File: src/rtl/ed_alif_step_scheduler_if.sv
// rtl/ed_alif_step_scheduler_if.sv - Event-arbiter and neuron-step bundle for ed_alif_step_scheduler.
interface ed_alif_step_scheduler_if #(
  parameter int NREQ     = 4,
  parameter int V_WIDTH  = 12,
  parameter int RC_WIDTH = 4
);
  logic                        tick;
  logic [RC_WIDTH-1:0]         cfg_refract;
  logic [NREQ-1:0]             req_valid;
  logic [NREQ*V_WIDTH-1:0]     req_weight;
  logic [NREQ-1:0]             req_ready;
  logic                        nrn_enable;
  logic signed [V_WIDTH-1:0]   nrn_I_syn;
  logic                        nrn_input_event;
  logic [RC_WIDTH-1:0]         nrn_refract_cnt;
  logic                        nrn_spike;
  logic                        spike_out;
  logic                        busy;
  logic                        tick_overrun;

  modport master (
    output tick, cfg_refract, req_valid, req_weight, nrn_spike,
    input  req_ready, nrn_enable, nrn_I_syn, nrn_input_event, nrn_refract_cnt,
           spike_out, busy, tick_overrun
  );

  modport slave (
    input  tick, cfg_refract, req_valid, req_weight, nrn_spike,
    output req_ready, nrn_enable, nrn_I_syn, nrn_input_event, nrn_refract_cnt,
           spike_out, busy, tick_overrun
  );
endinterface

File: src/rtl/ed_alif_step_scheduler.sv
// rtl/ed_alif_step_scheduler.sv - Round-robin event accumulator and timestep sequencer for one ALIF neuron.
module ed_alif_step_scheduler #(
  parameter int NREQ     = 4,
  parameter int V_WIDTH  = 12,
  parameter int RC_WIDTH = 4
) (
  input  logic                     clk,
  input  logic                     rst_n,
  ed_alif_step_scheduler_if.slave  sched_if
);
  localparam int PTR_W = (NREQ > 1) ? $clog2(NREQ) : 1;
  localparam logic signed [V_WIDTH-1:0] SAT_MAX = {1'b0, {(V_WIDTH-1){1'b1}}};
  localparam logic signed [V_WIDTH-1:0] SAT_MIN = {1'b1, {(V_WIDTH-1){1'b0}}};

  typedef enum logic [1:0] {S_IDLE, S_STEP, S_CHECK} state_e;

  state_e                     state_q, state_d;
  logic [PTR_W-1:0]           rr_ptr_q, rr_ptr_d;
  logic signed [V_WIDTH-1:0]  acc_q, acc_d;
  logic                       evt_q, evt_d;
  logic [RC_WIDTH-1:0]        refract_q, refract_d;
  logic signed [V_WIDTH-1:0]  isyn_q, isyn_d;
  logic                       in_evt_q, in_evt_d;
  logic [RC_WIDTH-1:0]        rc_out_q, rc_out_d;
  logic                       spike_q, spike_d;
  logic                       ovr_q, ovr_d;

  logic [NREQ-1:0]            grant;
  logic [PTR_W-1:0]           grant_idx;
  logic                       grant_any;
  logic signed [V_WIDTH-1:0]  grant_w;
  logic [V_WIDTH:0]           acc_sum;
  logic signed [V_WIDTH-1:0]  acc_sat;
  int                         arb_idx;

  // Scan requesters starting at rr_ptr; only the first valid one wins.
  always_comb begin
    grant     = '0;
    grant_idx = '0;
    grant_any = 1'b0;
    grant_w   = '0;
    arb_idx   = 0;
    if (state_q == S_IDLE) begin
      for (int k = 0; k < NREQ; k++) begin
        arb_idx = int'(rr_ptr_q) + k;
        if (arb_idx >= NREQ) arb_idx = arb_idx - NREQ;
        if (!grant_any && sched_if.req_valid[arb_idx]) begin
          grant_any      = 1'b1;
          grant[arb_idx] = 1'b1;
          grant_idx      = PTR_W'(arb_idx);
          grant_w        = sched_if.req_weight[arb_idx*V_WIDTH +: V_WIDTH];
        end
      end
    end
  end

  // grant_w is zero without a grant, so acc_sat doubles as the plain accumulator value.
  always_comb begin
    acc_sum = {acc_q[V_WIDTH-1], acc_q} + {grant_w[V_WIDTH-1], grant_w};
    if (acc_sum[V_WIDTH] != acc_sum[V_WIDTH-1])
      acc_sat = acc_sum[V_WIDTH] ? SAT_MIN : SAT_MAX;
    else
      acc_sat = acc_sum[V_WIDTH-1:0];
  end

  always_comb begin
    state_d   = state_q;
    rr_ptr_d  = rr_ptr_q;
    acc_d     = acc_q;
    evt_d     = evt_q;
    refract_d = refract_q;
    isyn_d    = isyn_q;
    in_evt_d  = in_evt_q;
    rc_out_d  = rc_out_q;
    spike_d   = 1'b0;
    ovr_d     = 1'b0;
    case (state_q)
      S_IDLE: begin
        if (grant_any) begin
          rr_ptr_d = (grant_idx == PTR_W'(NREQ-1)) ? '0 : grant_idx + PTR_W'(1);
          acc_d    = acc_sat;
          evt_d    = 1'b1;
        end
        if (sched_if.tick) begin
          state_d  = S_STEP;
          isyn_d   = acc_sat;
          in_evt_d = evt_q | grant_any;
          rc_out_d = refract_q;
          acc_d    = '0;
          evt_d    = 1'b0;
        end
      end
      S_STEP: begin
        state_d = S_CHECK;
        ovr_d   = sched_if.tick;
      end
      S_CHECK: begin
        state_d = S_IDLE;
        ovr_d   = sched_if.tick;
        if (sched_if.nrn_spike) begin
          refract_d = sched_if.cfg_refract;
          spike_d   = 1'b1;
        end else if (refract_q != '0) begin
          refract_d = refract_q - RC_WIDTH'(1);
        end
      end
      default: state_d = S_IDLE;
    endcase
  end

  always_ff @(posedge clk or negedge rst_n) begin
    if (!rst_n) begin
      state_q   <= S_IDLE;
      rr_ptr_q  <= '0;
      acc_q     <= '0;
      evt_q     <= 1'b0;
      refract_q <= '0;
      isyn_q    <= '0;
      in_evt_q  <= 1'b0;
      rc_out_q  <= '0;
      spike_q   <= 1'b0;
      ovr_q     <= 1'b0;
    end else begin
      state_q   <= state_d;
      rr_ptr_q  <= rr_ptr_d;
      acc_q     <= acc_d;
      evt_q     <= evt_d;
      refract_q <= refract_d;
      isyn_q    <= isyn_d;
      in_evt_q  <= in_evt_d;
      rc_out_q  <= rc_out_d;
      spike_q   <= spike_d;
      ovr_q     <= ovr_d;
    end
  end

  // Gate grants with reset so requesters see no handshake while the block is held in reset.
  assign sched_if.req_ready       = grant & {NREQ{rst_n}};
  assign sched_if.nrn_enable      = (state_q == S_STEP);
  assign sched_if.busy            = (state_q != S_IDLE);
  assign sched_if.nrn_I_syn       = isyn_q;
  assign sched_if.nrn_input_event = in_evt_q;
  assign sched_if.nrn_refract_cnt = rc_out_q;
  assign sched_if.spike_out       = spike_q;
  assign sched_if.tick_overrun    = ovr_q;
endmodule

File: src/flat_wrapper.sv
// flat-port wrapper written by rule: the top's interface ports become plain ports
module ed_alif_step_scheduler_flat 
#(
  parameter int NREQ     = 4,
  parameter int V_WIDTH  = 12,
  parameter int RC_WIDTH = 4
)
  (clk, rst_n, sched_if_tick, sched_if_cfg_refract, sched_if_req_valid, sched_if_req_weight, sched_if_nrn_spike, sched_if_req_ready, sched_if_nrn_enable, sched_if_nrn_I_syn, sched_if_nrn_input_event, sched_if_nrn_refract_cnt, sched_if_spike_out, sched_if_busy, sched_if_tick_overrun);
  ed_alif_step_scheduler_if #(.NREQ(NREQ), .V_WIDTH(V_WIDTH), .RC_WIDTH(RC_WIDTH)) sched_if_i ();
  input  logic clk;
  input  logic rst_n;
  input wire logic [$bits(sched_if_i.tick)-1:0] sched_if_tick;
  input wire logic [$bits(sched_if_i.cfg_refract)-1:0] sched_if_cfg_refract;
  input wire logic [$bits(sched_if_i.req_valid)-1:0] sched_if_req_valid;
  input wire logic [$bits(sched_if_i.req_weight)-1:0] sched_if_req_weight;
  input wire logic [$bits(sched_if_i.nrn_spike)-1:0] sched_if_nrn_spike;
  output wire logic [$bits(sched_if_i.req_ready)-1:0] sched_if_req_ready;
  output wire logic [$bits(sched_if_i.nrn_enable)-1:0] sched_if_nrn_enable;
  output wire logic [$bits(sched_if_i.nrn_I_syn)-1:0] sched_if_nrn_I_syn;
  output wire logic [$bits(sched_if_i.nrn_input_event)-1:0] sched_if_nrn_input_event;
  output wire logic [$bits(sched_if_i.nrn_refract_cnt)-1:0] sched_if_nrn_refract_cnt;
  output wire logic [$bits(sched_if_i.spike_out)-1:0] sched_if_spike_out;
  output wire logic [$bits(sched_if_i.busy)-1:0] sched_if_busy;
  output wire logic [$bits(sched_if_i.tick_overrun)-1:0] sched_if_tick_overrun;
  assign sched_if_i.tick = sched_if_tick;
  assign sched_if_i.cfg_refract = sched_if_cfg_refract;
  assign sched_if_i.req_valid = sched_if_req_valid;
  assign sched_if_i.req_weight = sched_if_req_weight;
  assign sched_if_i.nrn_spike = sched_if_nrn_spike;
  assign sched_if_req_ready = sched_if_i.req_ready;
  assign sched_if_nrn_enable = sched_if_i.nrn_enable;
  assign sched_if_nrn_I_syn = sched_if_i.nrn_I_syn;
  assign sched_if_nrn_input_event = sched_if_i.nrn_input_event;
  assign sched_if_nrn_refract_cnt = sched_if_i.nrn_refract_cnt;
  assign sched_if_spike_out = sched_if_i.spike_out;
  assign sched_if_busy = sched_if_i.busy;
  assign sched_if_tick_overrun = sched_if_i.tick_overrun;
  ed_alif_step_scheduler #(.NREQ(NREQ), .V_WIDTH(V_WIDTH), .RC_WIDTH(RC_WIDTH)) u_core (.clk(clk), .rst_n(rst_n), .sched_if(sched_if_i));
endmodule
File: config.mk
export PLATFORM = sky130hd
export DESIGN_NAME = ed_alif_step_scheduler_flat
export DESIGN_NICKNAME = d
export VERILOG_FILES = /design/src/rtl/ed_alif_step_scheduler_if.sv /design/src/rtl/ed_alif_step_scheduler.sv /design/src/flat_wrapper.sv
export SDC_FILE = /design/constraint.sdc
export NUM_CORES = 1
export LEC_CHECK = 0
export CAP_MARGIN = 5
export CORE_UTILIZATION = 55
export DETAILED_ROUTE_END_ITERATION = 6
export HOLD_SLACK_MARGIN = 0.05
export PLACE_DENSITY = 0.76
export SLEW_MARGIN = 20
export SYNTH_ARGS = -nofsm -noshare
export SYNTH_HDL_FRONTEND = slang
export SYNTH_SLANG_ARGS = --single-unit
File: constraint.sdc
create_clock -name clk -period 16.82 [get_ports clk]
set_input_delay 3.364 -clock clk [delete_from_list [all_inputs] [get_ports clk]]
set_output_delay 3.364 -clock clk [all_outputs]
set_load 0.02 [all_outputs]
==> run summary, run 1 <==
=================================================================================
Routing usage on met3                                                      0.0870
Residual overflow from global routing                                           0
Biggest area consumer among synthesized cells                              mux4_2
Avg Cell Area, Syn                                                       8.81 µm²
Vias per Instance                                                            7.28
Final worst hold slack                                                   0.485 ns
Most area-consuming cells after synthesis                            mux4_2, dfrtp_1, mux2i_1
Die outline height                                                         117 µm
Final critical-path share of the clock period                               0.575
PnR worst setup slack                                                     7.15 ns
CTS clk-pin slew, worst paths                                             0.06 ns
Via count of the routed design                                              7,461
Number of sinks on the clock net                                               40
Synth top area share                                                        0.170
Total die area                                                         13,700 µm²
Netlist cell types                                                             82
Post-CTS repair timing setup buffer count                                       0
Critical Path End Type                                               primary output
Tightest Hold Check Type                                                  reg2reg
Status                                                               finished, final reports clean
Area of the core                                                       12,800 µm²
Worst clock skew on the final layout                                   0.00759 ns
TritonCTS clock tree                                                          yes
GR met1 Demand/Resource                                                     0.535
Fraction of synthesis flops using an asynchronous set or reset pin           1.00
Final GP Congestion                                                          1.05
Worst EP arrival                                                          6.31 ns
Compound-cell area share of the yosys netlist                               0.255
Met2 capacity usage during global routing                                   0.563
Io pins                                                                        85
Crit path kind                                                             in2out
Antenna Cells                                                                   0
Critical Path Source Type                                               input pin
Most instantiated flip-flop cell in the synthesis netlist                 dfrtp_1
Combinational family with the most area after synthesis              multiplexers
Cell count after placement                                                  1,017
Number of max-slew violations in the final report                               0
H-tree depth                                                                    2
Setup-violating endpoint count in the final report                              0
Flip-flop and latch count after synthesis                                      40
Maximum count of clock buffers along a single path                              2
Area occupied by registers                                               1000 µm²
Tightest Pin Transition                                                   1.04 ns
Sequential share of the synthesized area                                    0.137
Number of buffers created by CTS                                                5
Final standard cell count with taps included and fillers excluded           1,025
Number of global-route vias before repair                                   6,912
Final #Nets                                                                   941
Nets in the synthesized netlist                                               915
Site Rows                                                                      41
HPWL after DPL                                                            18.1 mm
Area taken by multi-input logic gates                                    5770 µm²
Biggest fanout along the worst timing path                                     24
Warnings from Yosys                                                             0
Required time at the endpoint of the critical path                       13.46 ns
Gr usage total                                                              0.374
Count of mapped cells out of synthesis                                        826
Fillers                                                                     1,096
Final sum of negative setup slack                                            0 ns
Number of enable-type register cells in the synthesized netlist                 0
Width of the chip                                                          117 µm
Clock root buffer                                                       clkbuf_16
Pin count of the biggest net entering global routing                           67
Dpl ws                                                                    7.21 ns
Count of hold-fix buffers inserted at cts                                       0
Final hold violations                                                           0
Post-synthesis adder-cell area fraction                                    0.0614
Area of the mapped netlist                                               7280 µm²
Number of nets with antenna violations after routing                            0
Post-synthesis simple-gate area fraction                                    0.147
Global routing's busiest layer                                               met2
Buffers on Ports                                                               84
Detailed-router iteration count before antenna repair                           6
Antenna violations before repair                                                0
Number of max-cap violations                                                    0
Slew HR                                                                     0.306
Average wire length per cell after detail routing                         24.5 µm
Initial detailed-routing violation count                                    1,113
Setup repair after global routing missed its margin                         false
Effective utilization at floorplan                                          0.570
Count of cells resized by post-cts repair                                       0
Global-route wire length before repair                                    38.6 mm
Area growth syn-to-layout                                                   11.9%
Xor and xnor fraction of the mapped netlist area                           0.0132
Final critical path time including I/O delays and setup                   9.67 ns
Final routed DRC violation total                                                0
Later-pin clock latency in the skew report                                0.29 ns
Multiplexer share of the synthesized area                                   0.312
Max Freq                                                                  103 MHz
Share of cells above drive strength 1                                       0.155
Sum of routed wire length over all layers                                 25.1 mm
=================================================================================
area by class of cell:
type,instances,area share
multi-input cells,690,0.708
flip-flops and latches,40,0.123
well taps,172,0.0264
clock inverters,3,0.00568
inverters,21,0.00967
clock buffers,5,0.0154
repair buffers,94,0.112
worst max-delay path, stage by stage:
cell and delay [ns]:
clkdlybuf4s50_1 0.48, mux4_2 0.75, nor3_4 0.39, and2_1 0.39, a22oi_1 0.15, a21oi_1 0.17, clkdlybuf4s50_1 0.62
placed cells by master, fill, tap and decap left out, types with 4 or more instances in the layout:
cell type / n
o22ai_1: 16
inv_1: 16
buf_4: 10
a221oi_1: 7
a311oi_1: 5
nand2_1: 66
o32ai_1: 5
a211oi_1: 19
a211o_1: 4
mux2_2: 28
o221ai_1: 4
a22o_1: 9
dfrtp_1: 39
a31oi_1: 12
clkdlybuf4s50_1: 83
o21ai_0: 34
a2bb2oi_1: 5
o31ai_1: 8
a22oi_1: 26
or2_2: 4
a21oi_1: 55
nor2_1: 59
nor2b_1: 12
maj3_2: 5
nor3_1: 12
and2_1: 9
o21ai_1: 5
mux4_2: 55
clkbuf_16: 5
nand3_1: 10
xnor2_1: 8
and3_1: 8
mux2i_1: 72
a21o_1: 9
ha_1: 27
o211ai_1: 16
nand2b_1: 17
cells in the mapped netlist, types with 10 or more instances:
library cell / instances
mux2i_1: 72
nand2_1: 66
nor2_1: 59
a21oi_1: 55
mux4_2: 55
dfrtp_1: 40
o21ai_0: 34
ha_1: 28
mux2_2: 28
a22oi_1: 26
buf_2: 25
clkbuf_1: 24
a211oi_1: 19
nand2b_1: 17
inv_1: 16
o211ai_1: 16
o22ai_1: 16
a31oi_1: 12
buf_4: 12
nor2b_1: 12
nor3_1: 12
nand3_1: 10
per-layer routing:
metal / vias to the layer above / routed length (µm)
met4: 2 / 574
met2: 509 / 10900
met3: 55 / 2770
met1: 3619 / 10800
met5: - / 45
li1: 3276 / -
logic make-up (layout without fill, tap and decap cells):
family / count (synthesis) / count (layout)
AND/OR/NAND/NOR: 218 / 218
adder cells (fa/ha/maj): 36 / 36
other: 1 / 1
flip-flops: 40 / 40
XOR/XNOR: 11 / 11
AO/OA/AOI/OAI: 269 / 269
buffers and inverters: 96 / 123
multiplexers: 155 / 155
state kept, by name, summed over array words and instances, names as in the netlist:
name / count
u_core.sched_if.nrn_refract_cnt: 4
u_core.sched_if.nrn_I_syn: 12
u_core.state_q: 2
u_core.acc_q: 12
u_core.sched_if.spike_out: 1
u_core.sched_if.nrn_input_event: 1
u_core.rr_ptr_q: 2
u_core.evt_q: 1
u_core.sched_if.tick_overrun: 1
u_core.refract_q: 4
worst paths after layout:
| kind | startpoint | endpoint | slack [ns] | cells after the start |
|---|---|---|---|---|
| setup / recovery | sched_if_req_valid[0] | sched_if_req_ready[1] | 7.15 | 7 |
| hold / removal | u_core.sched_if.nrn_input_event | u_core.sched_if.nrn_input_event | 0.49 | 2 |
| hold reg to reg | u_core.sched_if.nrn_input_event | u_core.sched_if.nrn_input_event | 0.49 | 2 |
| min in group asynchronous | rst_n | u_core.sched_if.nrn_I_syn[9] | 3.14 | 2 |
| max in group asynchronous | rst_n | u_core.rr_ptr_q[0] | 13.28 | 2 |
| setup reg to reg | u_core.rr_ptr_q[0] | u_core.acc_q[0] | 8.50 | 21 |
stage by stage:
step            util  instance area (µm²)
2_1_floorplan      -                 7280
3_3_place_gp   0.624                 7970
3_5_place_dp   0.624                 7970
4_1_cts        0.637                 8140
5_1_grt        0.638                 8150
6_report       0.638                 8150
Power of run 1 is not shown: default switching activity piles up to over one toggle a cycle in this logic, so the estimate is an artifact.
==> run 2: changes to the inputs <==
- CORE_UTILIZATION: 55 -> 53
- clock period: 16.82 -> 8.4 ns (I/O delays scaled with it)
==> run summary, run 2 (synthesized netlist as in run 1, its figures left out) <==
================================================================================
Pin count of the biggest net entering global routing                          63   -6.0%
Later-pin clock latency in the skew report                               0.29 ns   about the same
Setup-violating endpoint count in the final report                             0   unchanged
Average wire length per cell after detail routing                        24.5 µm   +0.16%
Commonest cells after routing, fill and taps aside                  clkdlybuf4s50_1, mux2i_1, nand2_1
Site Rows                                                                     42   +2.4%
Number of global-route vias before repair                                  7,392   +6.9%
Global-route wire length before repair                                   40.4 mm   +4.5%
Leading cell type in the layout, fill and taps excluded             clkdlybuf4s50_1
Antenna Cells                                                                  0   unchanged
Total die area                                                        14,200 µm²   +3.7%
Antenna violations before repair                                               0   unchanged
Setup repair after global routing missed its margin                        false
Slew HR                                                                    0.259   -0.0466
Final sum of negative setup slack                                           0 ns   unchanged
Tightest Pin Transition                                                  1.11 ns   +0.0659 ns
Area occupied by registers                                              1000 µm²   unchanged
Area growth syn-to-layout                                                  12.3%
Max Freq                                                                 152 MHz
Tightest Hold Check Type                                                 reg2reg
Clock root buffer                                                      clkbuf_16
Status                                                              finished, final reports clean
Count of cells resized by post-cts repair                                      0   unchanged
Vias per Instance                                                           7.41   +1.8%
Number of buffers created by CTS                                               5   unchanged
Worst EP arrival                                                         6.74 ns   +0.43 ns
Residual overflow from global routing                                          0   unchanged
Final hold violations                                                          0   unchanged
CP most frequent cell                                                       ha_1
CTS clk-pin slew, worst paths                                            0.06 ns   about the same
Sum of routed wire length over all layers                                25.3 mm   +0.94%
Gr usage total                                                             0.357   -0.0165
Area taken by multi-input logic gates                                   5760 µm²   -0.13%
Crit path kind                                                           reg2reg
Number of nets with antenna violations after routing                           0   unchanged
H-tree depth                                                                   2   unchanged
Number of max-slew violations in the final report                              0   unchanged
Width of the chip                                                         119 µm   +1.8%
Final #Nets                                                                  945   +0.43%
Cell count after placement                                                 1,025   +0.79%
Final worst hold slack                                                  0.482 ns   -0.00281 ns
Final critical path time including I/O delays and setup                  6.57 ns
Maximum count of clock buffers along a single path                             2   unchanged
Number of sinks on the clock net                                              40   unchanged
Fillers                                                                    1,161   +5.9%
Detailed-router iteration count before antenna repair                          6   unchanged
Critical Path Source Type                                               register
Buffers on Ports                                                              84   unchanged
Count of hold-fix buffers inserted at cts                                      0   unchanged
Via count of the routed design                                             7,653   +2.6%
Share of cells above drive strength 1                                      0.159   +0.00395
Final critical-path share of the clock period                              0.782
Crit-path slowest cell                                                   dfrtp_4
Die outline height                                                        119 µm   +1.8%
Initial detailed-routing violation count                                   1,178   +5.8%
Post-CTS repair timing setup buffer count                                      0   unchanged
TritonCTS clock tree                                                         yes
Largest stage delay on the critical path                                 0.93 ns   +0.18 ns
Required time at the endpoint of the critical path                       8.57 ns   -4.89 ns
Final GP Congestion                                                        0.998   -4.5%
Critical Path End Type                                                  register
Final standard cell count with taps included and fillers excluded          1,033   +0.78%
Worst clock skew on the final layout                                  0.00513 ns   -0.00246 ns
Number of max-cap violations                                                   0   unchanged
Area of the core                                                      13,300 µm²   +4.1%
Biggest fanout along the worst timing path                                    61   +150%
Io pins                                                                       85   unchanged
Ordered list of cells on the worst path                             buf_4 > ha_1 > nor3_1 > ha_1 > a21oi_1 > nand3_1 > o32ai_1 > a31oi_1 > o21ai_0 > a32o_1 > ha_1 > a21o_1 > o21ai_1 > or4b_4 > nand4_4 > maj3_1 > mux2_2
Final routed DRC violation total                                               0   unchanged
HPWL after DPL                                                           18.4 mm   +1.3%
Effective utilization at floorplan                                         0.548   -0.0224
================================================================================
## run 2: worst paths after layout
check                                              startpoint                                 end  slack (ns)  cells after the start
setup / recovery                           u_core.rr_ptr_q[0]        u_core.sched_if.nrn_I_syn[3]        1.83                     17
hold / removal             u_core.sched_if.nrn_refract_cnt[1]  u_core.sched_if.nrn_refract_cnt[1]        0.48                      2
setup reg to reg                           u_core.rr_ptr_q[0]        u_core.sched_if.nrn_I_syn[3]        1.83                     17
hold reg to reg            u_core.sched_if.nrn_refract_cnt[1]  u_core.sched_if.nrn_refract_cnt[1]        0.48                      2
max in group asynchronous                               rst_n                  u_core.rr_ptr_q[0]        6.56                      2
min in group asynchronous                               rst_n                     u_core.acc_q[7]        1.45                      2
## run 2: critical path: cells and delay by family, from the launching register on
kind / cells / cell delay, ns
multiplexers: 1 / 0.27
buffers and inverters: 1 / 0.64
adder cells (fa/ha/maj): 4 / 1.54
AND/OR/NAND/NOR: 4 / 0.95
flip-flops: 1 / 0.93
AO/OA/AOI/OAI: 7 / 2.10
## run 2: cell type report
cell class                 count  area share
inverter                      21     0.00964
clock inverter                 3     0.00566
multi-input combinational    690       0.705
sequential                    40       0.123
timing repair buffer          98       0.115
tap                          176      0.0269
clock buffer                   5      0.0153
## run 2: per-stage QoR
stage | util | area [µm²] | setup WS, ns
after floorplan | - | 7280 | 2.68
after global placement | 0.602 | 8010 | 2.22
after detailed placement | 0.602 | 8010 | 2.02
after CTS | 0.615 | 8180 | 1.98
after global routing | 0.615 | 8180 | 1.49
final | 0.615 | 8180 | 1.83
## run 2: layer usage
| metal | up-vias | wire length [µm] | track usage |
|---|---|---|---|
| li1 | 3288 | - | - |
| met5 | - | 0 | 0 |
| met3 | 99 | 2850 | 0.0632 |
| met4 | 0 | 1090 | 0.164 |
| met2 | 597 | 11100 | 0.531 |
| met1 | 3669 | 10200 | 0.504 |
Power of run 2 is left out for the same reason.
